`config.mk`:
```
export PLATFORM = sky130hd
export DESIGN_NAME = major_state_flat
export DESIGN_NICKNAME = d
export VERILOG_FILES = /design/src/rtl/major_state_pkg.sv /design/src/rtl/major_state_if.sv /design/src/rtl/major_state_edge_det.sv /design/src/rtl/major_state.sv /design/src/flat_wrapper.sv
export SDC_FILE = /design/constraint.sdc
export NUM_CORES = 1
export LEC_CHECK = 0
export ABC_AREA = 1
export BUFFER_PORTS_ARGS = -buffer_cell sky130_fd_sc_hd__buf_2
export CAP_MARGIN = 20
export CORE_MARGIN = 1.5
export CORE_UTILIZATION = 40
export DETAILED_ROUTE_END_ITERATION = 10
export GPL_ROUTABILITY_DRIVEN = 0
export PLACE_DENSITY = 0.83
export SETUP_SLACK_MARGIN = 0.2
export SLEW_MARGIN = 10
export SYNTH_ARGS = -nofsm -noshare
export SYNTH_HDL_FRONTEND = slang
export SYNTH_SLANG_ARGS = --single-unit
```
`constraint.sdc`:
```
create_clock -name clk -period 1.4 [get_ports clk]
set_input_delay 0.28 -clock clk [delete_from_list [all_inputs] [get_ports clk]]
set_output_delay 0.28 -clock clk [all_outputs]
set_load 0.05 [all_outputs]
```
`src/rtl/major_state_pkg.sv`:
```
// Purpose: shared state codes, opcode constants and instruction decode for the PDP-8/e major-state sequencer.
// Latency: none. The decode is pure combinational logic.
// Backpressure: none.
package major_state_pkg;

  // Minor/major state codes shared with the PC, MA, AC and memory blocks.
  typedef enum logic [3:0] {
    ST_F0 = 4'd0,  ST_F1 = 4'd1,  ST_F2 = 4'd2,  ST_F3 = 4'd3,
    ST_D0 = 4'd4,  ST_D1 = 4'd5,  ST_D2 = 4'd6,  ST_D3 = 4'd7,
    ST_E0 = 4'd8,  ST_E1 = 4'd9,  ST_E2 = 4'd10, ST_E3 = 4'd11,
    ST_H0 = 4'd12, ST_H1 = 4'd13, ST_H2 = 4'd14, ST_H3 = 4'd15
  } state_e;

  // Opcode field instruction[0:2].
  localparam logic [2:0] OP_AND = 3'o0;
  localparam logic [2:0] OP_TAD = 3'o1;
  localparam logic [2:0] OP_ISZ = 3'o2;
  localparam logic [2:0] OP_DCA = 3'o3;
  localparam logic [2:0] OP_JMS = 3'o4;
  localparam logic [2:0] OP_JMP = 3'o5;
  localparam logic [2:0] OP_IOT = 3'o6;
  localparam logic [2:0] OP_OPR = 3'o7;

  // JMP with the indirect bit, instruction[0:3].
  localparam logic [3:0] OP_JMPD = 4'b1010;
  localparam logic [3:0] OP_JMPI = 4'b1011;

  typedef struct packed {
    logic mri;      // memory-reference instruction (AND..JMP)
    logic ind;      // indirect bit
    logic jmp_dir;  // JMP direct: done at F3
    logic jmp_ind;  // JMP indirect: done at D3
    logic hlt;      // group-2 OPR with HLT bit set
  } ir_dec_t;

  function automatic ir_dec_t decode_ir(input logic [0:11] ir);
    ir_dec_t d;
    d     = '0;
    d.ind = ir[3];
    case (ir[0:2])
      OP_AND, OP_TAD, OP_ISZ, OP_DCA, OP_JMS, OP_JMP: d.mri = 1'b1;
      OP_IOT, OP_OPR:                                 d.mri = 1'b0;
    endcase
    d.jmp_dir = (ir[0:3] == OP_JMPD);
    d.jmp_ind = (ir[0:3] == OP_JMPI);
    d.hlt     = (ir[0:2] == OP_OPR) && ir[3] && ir[10] && !ir[11];
    return d;
  endfunction

endpackage

```
`src/rtl/major_state_if.sv`:
```
// Purpose: bundles the panel/instruction inputs and the state outputs of the major-state sequencer.
// Latency: none. These are wires only.
// Backpressure: none. The inputs are level signals, and the outputs are valid every cycle.
// Ports: master drives instruction, halt_sw, sing_step, cont and int_req.
//        slave (the sequencer) drives state, run, int_in_prog and instr_done.
interface major_state_if;
  logic [0:11] instruction;
  logic        halt_sw;
  logic        sing_step;
  logic        cont;
  logic        int_req;
  logic [3:0]  state;
  logic        run;
  logic        int_in_prog;
  logic        instr_done;

  modport master (
    output instruction, halt_sw, sing_step, cont, int_req,
    input  state, run, int_in_prog, instr_done
  );

  modport slave (
    input  instruction, halt_sw, sing_step, cont, int_req,
    output state, run, int_in_prog, instr_done
  );
endinterface

```
`src/rtl/major_state_edge_det.sv`:
```
// Purpose: registered rising-edge detector for a front-panel level switch.
// Latency: rise is combinational from sig against last cycle's sampled copy.
// Backpressure: none.
// Ports: clk, reset (async, active-high), sig (level in), rise (high while sig=1 and the previous sample was 0).
module edge_det #(
  parameter bit RESET_VAL = 1'b1  // 1 prevents a switch held through reset from looking like an edge
) (
  input  logic clk,
  input  logic reset,
  input  logic sig,
  output logic rise
);
  logic sig_q;

  always_ff @(posedge clk or posedge reset) begin
    if (reset) sig_q <= RESET_VAL;
    else       sig_q <= sig;
  end

  assign rise = sig & ~sig_q;
endmodule

```
`src/rtl/major_state.sv`:
```
// Purpose: PDP-8/e timing/major-state sequencer (F/D/E/H minor states, interrupt entry, halt and continue).
// Latency: state is registered. run, int_in_prog and instr_done are valid in the cycle of the current state.
// Backpressure: none. Panel switches are levels, and cont is edge-detected and only honoured while halted.
// Ports: clk, reset (async, active-high), bus (major_state_if.slave).
module major_state
  import major_state_pkg::*;
#(
  parameter bit START_RUN = 1'b0
) (
  input logic          clk,
  input logic          reset,
  major_state_if.slave bus
);
  state_e  state_q, state_d;
  logic    int_q, int_d;
  logic    halt_req_q, halt_req_d;
  logic    cont_pend_q, cont_pend_d;
  logic    cont_rise;
  logic    in_halt;
  logic    eoi;
  logic    hlt_seen;
  ir_dec_t dec;

  edge_det #(.RESET_VAL(1'b1)) u_cont_edge (
    .clk   (clk),
    .reset (reset),
    .sig   (bus.cont),
    .rise  (cont_rise)
  );

  assign dec      = decode_ir(bus.instruction);
  assign in_halt  = state_q[3] & state_q[2];
  assign hlt_seen = (state_q == ST_F3) && dec.hlt;

  always_ff @(posedge clk or posedge reset) begin
    if (reset) begin
      state_q     <= START_RUN ? ST_F0 : ST_H0;
      int_q       <= 1'b0;
      halt_req_q  <= 1'b0;
      cont_pend_q <= 1'b0;
    end else begin
      state_q     <= state_d;
      int_q       <= int_d;
      halt_req_q  <= halt_req_d;
      cont_pend_q <= cont_pend_d;
    end
  end

  always_comb begin
    state_d = state_q;
    int_d   = int_q;
    eoi     = 1'b0;

    case (state_q)
      ST_F3: begin
        if (dec.mri && dec.ind)           state_d = ST_D0;
        else if (dec.mri && !dec.jmp_dir) state_d = ST_E0;
        else                              eoi     = 1'b1;
      end
      ST_D3: begin
        if (dec.jmp_ind) eoi     = 1'b1;
        else             state_d = ST_E0;
      end
      ST_E3:   eoi     = 1'b1;
      ST_H3:   state_d = cont_pend_q ? ST_F0 : ST_H0;
      default: state_d = state_e'(state_q + 4'd1);
    endcase

    // An interrupt's own E3 is an end of instruction with int_q set, so it
    // can halt but cannot chain straight into a second interrupt.
    if (eoi) begin
      if (bus.halt_sw || bus.sing_step || halt_req_q || hlt_seen) begin
        state_d = ST_H0;
        int_d   = 1'b0;
      end else if (bus.int_req && !int_q) begin
        state_d = ST_E0;
        int_d   = 1'b1;
      end else begin
        state_d = ST_F0;
        int_d   = 1'b0;
      end
    end

    halt_req_d = (halt_req_q | hlt_seen) & (state_d != ST_H0);

    // Only edges seen while halted count, and the pending edge is consumed at H3.
    cont_pend_d = in_halt & ((cont_pend_q & (state_q != ST_H3)) | cont_rise);
  end

  assign bus.state       = state_q;
  assign bus.run         = ~state_q[3] | ~state_q[2];
  assign bus.int_in_prog = int_q;
  assign bus.instr_done  = eoi;
endmodule

```
`src/flat_wrapper.sv`:
```
// flat-port wrapper written by rule: the top's interface ports become plain ports
module major_state_flat import major_state_pkg::*;
#(
  parameter bit START_RUN = 1'b0
)
  (clk, reset, bus_instruction, bus_halt_sw, bus_sing_step, bus_cont, bus_int_req, bus_state, bus_run, bus_int_in_prog, bus_instr_done);
  major_state_if bus_i ();
  input logic clk;
  input logic reset;
  input wire logic [$bits(bus_i.instruction)-1:0] bus_instruction;
  input wire logic [$bits(bus_i.halt_sw)-1:0] bus_halt_sw;
  input wire logic [$bits(bus_i.sing_step)-1:0] bus_sing_step;
  input wire logic [$bits(bus_i.cont)-1:0] bus_cont;
  input wire logic [$bits(bus_i.int_req)-1:0] bus_int_req;
  output wire logic [$bits(bus_i.state)-1:0] bus_state;
  output wire logic [$bits(bus_i.run)-1:0] bus_run;
  output wire logic [$bits(bus_i.int_in_prog)-1:0] bus_int_in_prog;
  output wire logic [$bits(bus_i.instr_done)-1:0] bus_instr_done;
  assign bus_i.instruction = bus_instruction;
  assign bus_i.halt_sw = bus_halt_sw;
  assign bus_i.sing_step = bus_sing_step;
  assign bus_i.cont = bus_cont;
  assign bus_i.int_req = bus_int_req;
  assign bus_state = bus_i.state;
  assign bus_run = bus_i.run;
  assign bus_int_in_prog = bus_i.int_in_prog;
  assign bus_instr_done = bus_i.instr_done;
  major_state #(.START_RUN(START_RUN)) u_core (.clk(clk), .reset(reset), .bus(bus_i));
endmodule
```
-- Word-level counts from Yosys, hierarchy flattened
Memories as Yosys holds them, arrays and structs flattened.
Index checks and enable logic that the tools add are counted.
- bits in registers: 8
- bits in latches: 0
- memory bits (writable): 0
- ROM bits: 8
- output and inout bits: 7
- logic and storage cells: 54
- memories: 1
- memory list (memory ; words ; bits a word ; read ports ; clocked after memory_dff ; wr ports ; line ; source):
    (no name shown) ; 8 ; 1 ; 1 ; 0 ; 0 ; major_state_pkg.sv:40 ; case (ir[0:2])
- add/subtract/negate cells: 1
- multipliers: 0
- divide/modulo/power cells: 0
- $lt $le $gt $ge: 0
- equal/unequal tests: 9
- shift operators: 0
- multiplexer cells: 14
- bitwise gates (word level): 11
- reductions and logical operators: 13
- operators with widths (operator ; number):
    4-bit 2-to-1 mux ; 7
    4-bit == test (second input constant) ; 4
    4-bit one-hot mux with 4 select lines ; 1
    4-bit inequality test (second input constant) ; 2
    1-bit logical AND ; 7
    1-bit bitwise AND ; 5
    1-bit 2-to-1 mux ; 5
    4-bit by 1-bit adder with 4-bit output (second input constant) ; 1
    4-bit by 2-bit == test with 1-bit output (second input constant) ; 1
    4-bit by 3-bit == test with 1-bit output (second input constant) ; 1
    3-bit == test (second input constant) ; 1
    1-bit zero test ; 3
    1-bit logical OR ; 3
    1-bit inverter ; 3
    1-bit OR ; 3
    1-bit one-hot mux with 3 select lines ; 1

-- Longest topological paths before layout
Gate-level depths: netlist (run 1).
- word-level depth: 10
- depth in mapped cells: 10
- depth with buffers taken out: 10

-- Modules after synthesis
From an unflattened synthesis (run 1), not the netlist that was laid out.
- cells, all modules: 91
- area total of the unflattened synthesis: 603.1 µm²
- modules (own cells, without submodules) (module ; instances ; cells an instance ; area an instance (µm²) ; sequential area each (µm²)):
    major_state ; 1 ; 87 ; 563.0 ; 177.7
    edge_det ; 1 ; 4 ; 40.0 ; 26.3

-- Least setup slack after synthesis (run 1)
Ideal clock, no wire load.
- path type: register -> register
- from: register u_core.state_q[1] (netlist: u_core.bus.state[1])
- to: register u_core.halt_req_q
- setup time: 0.116 ns
- data arrival time: 1.769 ns
- data required time: 1.284 ns
- slack: -0.485 ns
- cell stages (with the launch flop): 11
- cell sequence: dfrtp_1 ha_1 nand2_1 nor2_2 nand3_2 nand3_4 nor2_1 nand2_1 nand2_1 nor2_1 nor2_1
- elaborated cells between the ends (all ways): 17
- classes of those cells: 1 x add/sub; 5 x eq/ne; 7 x mux; 2 x bitwise; 2 x reduce/logical
- RTL lines (item ; line ; source):
    from (decl) ; major_state.sv:14 ; state_e state_q, state_d;
    from (signal assigned) ; major_state.sv:37 ; state_q <= START_RUN ? ST_F0 : ST_H0;
    from (signal assigned) ; major_state.sv:42 ; state_q <= state_d;
    4-bit == test (tied with other cells) ; major_state.sv:54 ; case (state_q)
    1-bit one-hot mux with 3 select lines (*) ; major_state.sv:54 ;
    named net bus_instr_done ; flat_wrapper.sv:18 ; output wire logic [$bits(bus_i.instr_done)-1:0] bus_instr_done;
    4-bit 2-to-1 mux (*) ; major_state.sv:71 ; if (eoi) begin
    4-bit inequality test (*) ; major_state.sv:84 ; halt_req_d = (halt_req_q | hlt_seen) & (state_d != ST_H0);
    1-bit bitwise AND (*) ; major_state.sv:84 ;
    named net u_core.halt_req_d ; major_state.sv:16 ; logic halt_req_q, halt_req_d;
    to (signal assigned) ; major_state.sv:44 ; halt_req_q <= halt_req_d;
    to (decl) ; major_state.sv:16 ;
The timed path passes the listed nets; every way through them passes the cells marked *.
A chain may end at the register's enable or synchronous reset.

-- Worst setup path in the final report (run 1)
- from: register u_core.state_q[3] (netlist: u_core.bus.state[3])
- to: output port bus_instr_done
- longest elaborated chain between the ends: 2
- elaborated cells between the ends (all ways): 4
- classes of those cells: 3 x eq/ne; 1 x mux
- ends and longest elaborated chain (item ; line):
    4-bit == test (tied with other cells) ; major_state.sv:54
    1-bit one-hot mux with 3 select lines (*) ; major_state.sv:54
    to (decl) ; flat_wrapper.sv:18
Mark *: on every way between the ends. The rest lies on a longest branch, timed or not.

==> results of run 1 <==
where the power goes:
group	switching, µW	internal (µW)	total (µW)
Clock	102	110	212
Combinational	1110	874	1980
Sequential	103	347	450
Total	1310	1330	2640
critical path: stages (launching register included):
cell and delay [ns]:
dfstp_4 0.68, inv_4 0.05, nand3_2 0.05, inv_2 0.05
nand2_4 0.07, nand3_4 0.08, buf_8 0.16
worst max path at each step:
stage,endpoint,slack (ns),cells after the start
2_1_floorplan,u_core.halt_req_q,-0.21,10
3_3_place_gp,bus_instr_done,-0.12,6
3_5_place_dp,bus_instr_done,-0.14,6
4_1_cts,bus_instr_done,-0.26,6
5_1_grt,u_core.halt_req_q,-0.36,11
6_report,bus_instr_done,-0.30,6
area by class of cell:
| class | instances | area [µm²] |
|---|---|---|
| clock buffer | 4 | 26.3 |
| fill | 71 | 175 |
| inverter | 16 | 67.6 |
| multi-input combinational | 57 | 407 |
| sequential | 8 | 214 |
| tap | 15 | 18.8 |
| timing repair buffer | 46 | 393 |
layout by cell type, fill, tap and decap left out, types with 2 or more instances in the layout:
master and count:
buf_2 12, buf_4 19, buf_6 8, buf_8 6
clkbuf_4 3, dfrtp_1 3, dfrtp_2 2, dfstp_4 2
inv_1 12, inv_2 2, nand2_1 14, nand2_2 4
nand2_4 3, nand3_1 5, nand3_2 2, nand3_4 3
nand4_1 3, nor2_1 9, nor2_4 4
cells by family (layout without fill, tap and decap cells):
| family | count (synthesis) | count (layout) | share of synthesized area |
|---|---|---|---|
| AND/OR/NAND/NOR | 50 | 50 | 0.430 |
| buffers and inverters | 17 | 66 | 0.117 |
| flip-flops | 8 | 8 | 0.367 |
| AO/OA/AOI/OAI | 6 | 6 | 0.0631 |
| adder cells (fa/ha/maj) | 1 | 1 | 0.0225 |
repair_timing:
item,in CTS,in global routing
pin swaps,21,9
endpoints found under the hold margin,5,0
endpoints found under the setup margin,12,12
hold buffers,1,0
buffers inserted,14,2
gates resized for setup,36,17
registers in the layout, indices dropped and copies added, names as in the netlist:
register,flops
u_core.cont_pend_q,1
u_core.halt_req_q,1
u_core.u_cont_edge.sig_q,1
u_core.bus.state,4
u_core.bus.int_in_prog,1
metrics by stage:
step           area, µm²  setup slack (ns)  hold WS (ns)  total power (µW)   util
6_report            1130            -0.298         0.126              2640  0.865
5_1_grt             1130            -0.355         0.126              2750  0.865
2_1_floorplan        596            -0.206        0.0934              1250      -
3_3_place_gp         782            -0.120         0.225              1580  0.601
4_1_cts             1050            -0.265         0.136              2300  0.805
3_5_place_dp         782            -0.144         0.240              1620  0.601
layer usage:
metal	vias to the layer above	share of wire	track usage
met5	-	0	0
met4	0	0.056	0.192
met3	18	0.082	0.0611
met2	62	0.49	0.565
met1	368	0.38	0.330
li1	359	-	-
==> metrics.cfg, run 1 <==
[synth]
ys_ff_latch = 8
yosys-top-cells-count = nand2_1, inv_1, nor2_1
yosys.area.top_type = dfrtp_1
synth_cell_types = 21
synth_most_common_cell = nand2_1
synth_seq_area_share = 0.367
syn_inst = 82
synthFlopType = dfrtp_1
synth_top_area_frac = 0.225
syn_avg_cell_area_um2 = 6.77
synthesis.area_um2 = 556
synth_warnings = 0
syn_nets = 101
post_synth_main_area_contributors = dfrtp_1, dfstp_2, nand2_1
synth_edf_count = 0
async_flop_share = 1.00

[die]
core_area_mm2 = 0.00130
die_h_um = 40.3
fp-row-count = 13
num_io_pins = 25
die-area_mm2 = 0.00162
die_x_um = 40.3
start_util = 0.427

[worst_setup_path]
cp.arrival_ns = 1.42
startpoint = u_core.bus.state[3]
worstPathRequired_ns = 1.12
critPathLaunchType = flip-flop
cp_max_fo = 5
regToRegSetupSlack_ns = -0.29
timing.rr.start = u_core.bus.state[2]
endpoint_kind = output port
worstSetupPathType = flip-flop to output port
rr_worst_depth = 11
r2r-end = u_core.halt_req_q

[timing]
max_freq_ghz = 0.589
hold_viol = 0
finalSetupTns_ns = -1.68
min_period_ns = 1.70
setup_ws_ns = -0.298
drv_slew = 0
post-route-period-util = 1.21
finalSetupViolCount = 10
worstMarginPinSlew_ns = 0.321
fin_skew_ns = 0.0151
rsz0062_at_grt = true
relSlewSlack = 0.786

[clock_network]
cts.path.max_buffers = 2
clkLatencyLatePin_ns = 0.27
cts.sinks = 8
numCtsBuffers = 3
h-tree-depth = 1
clk_pin_slew_ns = 0.07
cts_root_buffer = clkbuf_4
cts_tree = yes

[min_path]
min_delay_path_depth = 1
worstHoldEndpoint = u_core.u_cont_edge.sig_q
min_from = bus_cont
min_path_type = input pin to flip-flop

[placed_design]
io_buffers = 18
post-dp-hpwl_mm = 1.08
dp.cells = 125

[global_routing]
grt_pass1_wl_mm = 3.24
grt_usage = 0.313
gr-total-overflow = 0
antenna_found_initial = 0
grt_max_degree = 9
grt_pass1_vias = 766

[routing]
drtPass1Iterations = 6
wirelength_mm = 2.42
drt_iter0_drc = 36
vias = 807
wl_per_cell_um = 16.6
drc_errors = 0
ant_nets = 0
vias_per_cell = 5.53

[final_layout]
drive_gt1_frac = 0.611
diodes = 0
stdcell_count = 146
final_nets = 151
synthToLayoutAreaGrowth_pct = 103

[job]
drv_cap = 0

[power_and_ir_drop]
powerDensity_mw_per_mm2 = 2350
power.leakage_uw = 0.000594
vdd_drop_max_mv = 1.91

[run_status]
status = finished with violations
violations = negative setup slack

Note: power is estimated with default switching activity, not from simulation.
==> run 2, diff against run 1 <==
Settings changed: ABC_AREA 1 to default, CORE_UTILIZATION 40 to 39.
==> metrics.cfg, run 2 <==
[final_layout]
drive_gt1_frac = 0.702
final_cell_mix = buf_4, buf_2, buf_6
largest_register_ffs = 4
layout_commonest_cell = buf_4
final_nets = 114
diodes = 0
synthToLayoutAreaGrowth_pct = 94.5

[clock_network]
clkLatencyLatePin_ns = 0.26
cts_root_buffer = clkbuf_4
numCtsBuffers = 3
clk_pin_slew_ns = 0.06
h-tree-depth = 1
cts_tree = yes
cts.sinks = 8
cts.path.max_buffers = 2

[die]
die_x_um = 39.6
core_area_mm2 = 0.00127
fp-row-count = 13
die-area_mm2 = 0.00157
die_h_um = 39.6
num_io_pins = 25
start_util = 0.412

[timing]
max_freq_ghz = 0.531
worstMarginPinSlew_ns = 0.372
relSlewSlack = 0.748
rsz0062_at_grt = true
fin_skew_ns = 0.00830
min_period_ns = 1.88
drv_slew = 0
post-route-period-util = 1.35
hold_viol = 0
holdWs_ns = 0.137
finalSetupViolCount = 8
setup_ws_ns = -0.483

[synth]
synthFlopType = dfrtp_1
yosys.area.top_type = dfrtp_1
yosys-top-cells-count = dfrtp_1, inv_1, nand2_1, nor2b_1
async_flop_share = 1.00
synth_warnings = 0
synth_seq_area_share = 0.390
synth_edf_count = 0
syn_avg_cell_area_um2 = 10.7
ys_ff_latch = 8
synth_cell_types = 28
syn_inst = 49
synth_top_area_frac = 0.239
synth_most_common_cell = dfrtp_1
synthesis.area_um2 = 523
syn_nets = 68
post_synth_main_area_contributors = dfrtp_1, dfstp_2, o41ai_4

[worst_setup_path]
max_stage_delay_ns = 0.62
cp.arrival_ns = 1.60
worstSetupPathType = flip-flop to output port
crit_slowest_cell = dfstp_4
worstPathRequired_ns = 1.12
worst-path-buf-inv = 2
endpoint_kind = output port
path_cells = inv_2 -> o41ai_4 -> nand2b_4 -> buf_8
cp_max_fo = 2
critPathLaunchType = flip-flop
crit_family = flip-flops

[min_path]
min_path_type = input pin to flip-flop

[routing]
routed.top_layer = met4
met1Wirelength_um = 695
drtPass1Iterations = 4
met2_length_um = 926
wl_per_cell_um = 16.1
drt_iter0_drc = 10
drc_errors = 0
wirelength_mm = 1.75
wl_met3_um = 84
vias_per_cell = 5.34
vias = 582
ant_nets = 0

[global_routing]
antenna_found_initial = 0
grt_pass1_vias = 535
grt_usage = 0.239
grt_pass1_wl_mm = 2.40
gr-total-overflow = 0
grt_max_degree = 9

[power_and_ir_drop]
powerDensity_mw_per_mm2 = 1450
p_seq_frac = 0.244
finalPower_uw = 1480
intPower_uw = 886
power.leakage_uw = 0.000506
swShare = 0.400
pwr-share-comb = 0.627
power_frac_clock = 0.129
switchingPower_uw = 591
vdd_drop_max_mv = 0.952

[placed_design]
io_buffers = 18
place_ws_ns = -0.351
post-dp-hpwl_mm = 1.16

[run_status]
violations = negative setup slack
status = finished with violations

[job]
drv_cap = 0

## run 2: final cells by class
type | instances | area (µm²)
Timing Repair Buffer | 42 | 373
Multi-Input combinational cell | 35 | 364
Clock buffer | 4 | 26.3
Fill cell | 74 | 251
Inverter | 5 | 21.3
Tap cell | 15 | 18.8
Sequential cell | 8 | 214
## run 2: power groups by stage
stage                     sequential, µW  combinational [µW]  clock (µW)
after global placement               353                 602           0
after CTS                            358                 867         199
final                                361                 927         190
after floorplan                      521                 230           0
after detailed placement             356                 615           0
after global routing                 365                 962         211
## run 2: logic make-up after synthesis
| kind of cell | Yosys count | share of synthesized area |
|---|---|---|
| muxes | 1 | 0.0215 |
| buffers and inverters | 6 | 0.0574 |
| adders and majority gates | 1 | 0.0239 |
| AOI/OAI and AO/OA | 14 | 0.256 |
| DFF | 8 | 0.390 |
| and+or+nand+nor | 19 | 0.251 |
## run 2: metal layers
metal / up-vias / GRT usage
met1: 283 / 0.305
met3: 6 / 0.0341
met5: - / 0
li1: 275 / -
met2: 18 / 0.406
met4: 0 / 0.0776
## run 2: stage by stage
stage / cells / setup TNS, ns / util / cell area, µm²
6_report: 109 / -2.30 / 0.802 / 1020
5_1_grt: 109 / -2.58 / 0.802 / 1020
4_1_cts: 105 / -2.35 / 0.764 / 970
3_5_place_dp: 95 / -1.50 / 0.597 / 757
3_3_place_gp: 95 / -1.30 / 0.597 / 757
2_1_floorplan: 49 / -1.86 / - / 554
## run 2: final timing paths
path / start / end / slack (ns) / depth (start not counted)
worst min register to register: u_core.bus.int_in_prog / u_core.bus.int_in_prog / 0.60 / 1
max in group asynchronous: reset / u_core.u_cont_edge.sig_q / 0.59 / 3
min in group asynchronous: reset / u_core.halt_req_q / 0.51 / 3
worst min-delay path: bus_cont / u_core.u_cont_edge.sig_q / 0.14 / 1
worst max-delay path: u_core.bus.state[2] / bus_instr_done / -0.48 / 4
worst max register to register: u_core.bus.state[2] / u_core.bus.int_in_prog / -0.43 / 6
## run 2: what timing repair did
| item | in CTS | in global routing |
|---|---|---|
| endpoints found under the setup margin | 11 | 10 |
| hold buffers | 1 | 0 |
| cloned | 0 | 0 |
| hold endpoints to repair | 5 | 0 |
| gates resized for setup | 34 | 4 |
| buffers inserted | 5 | 4 |
| pin swaps | 4 | 5 |
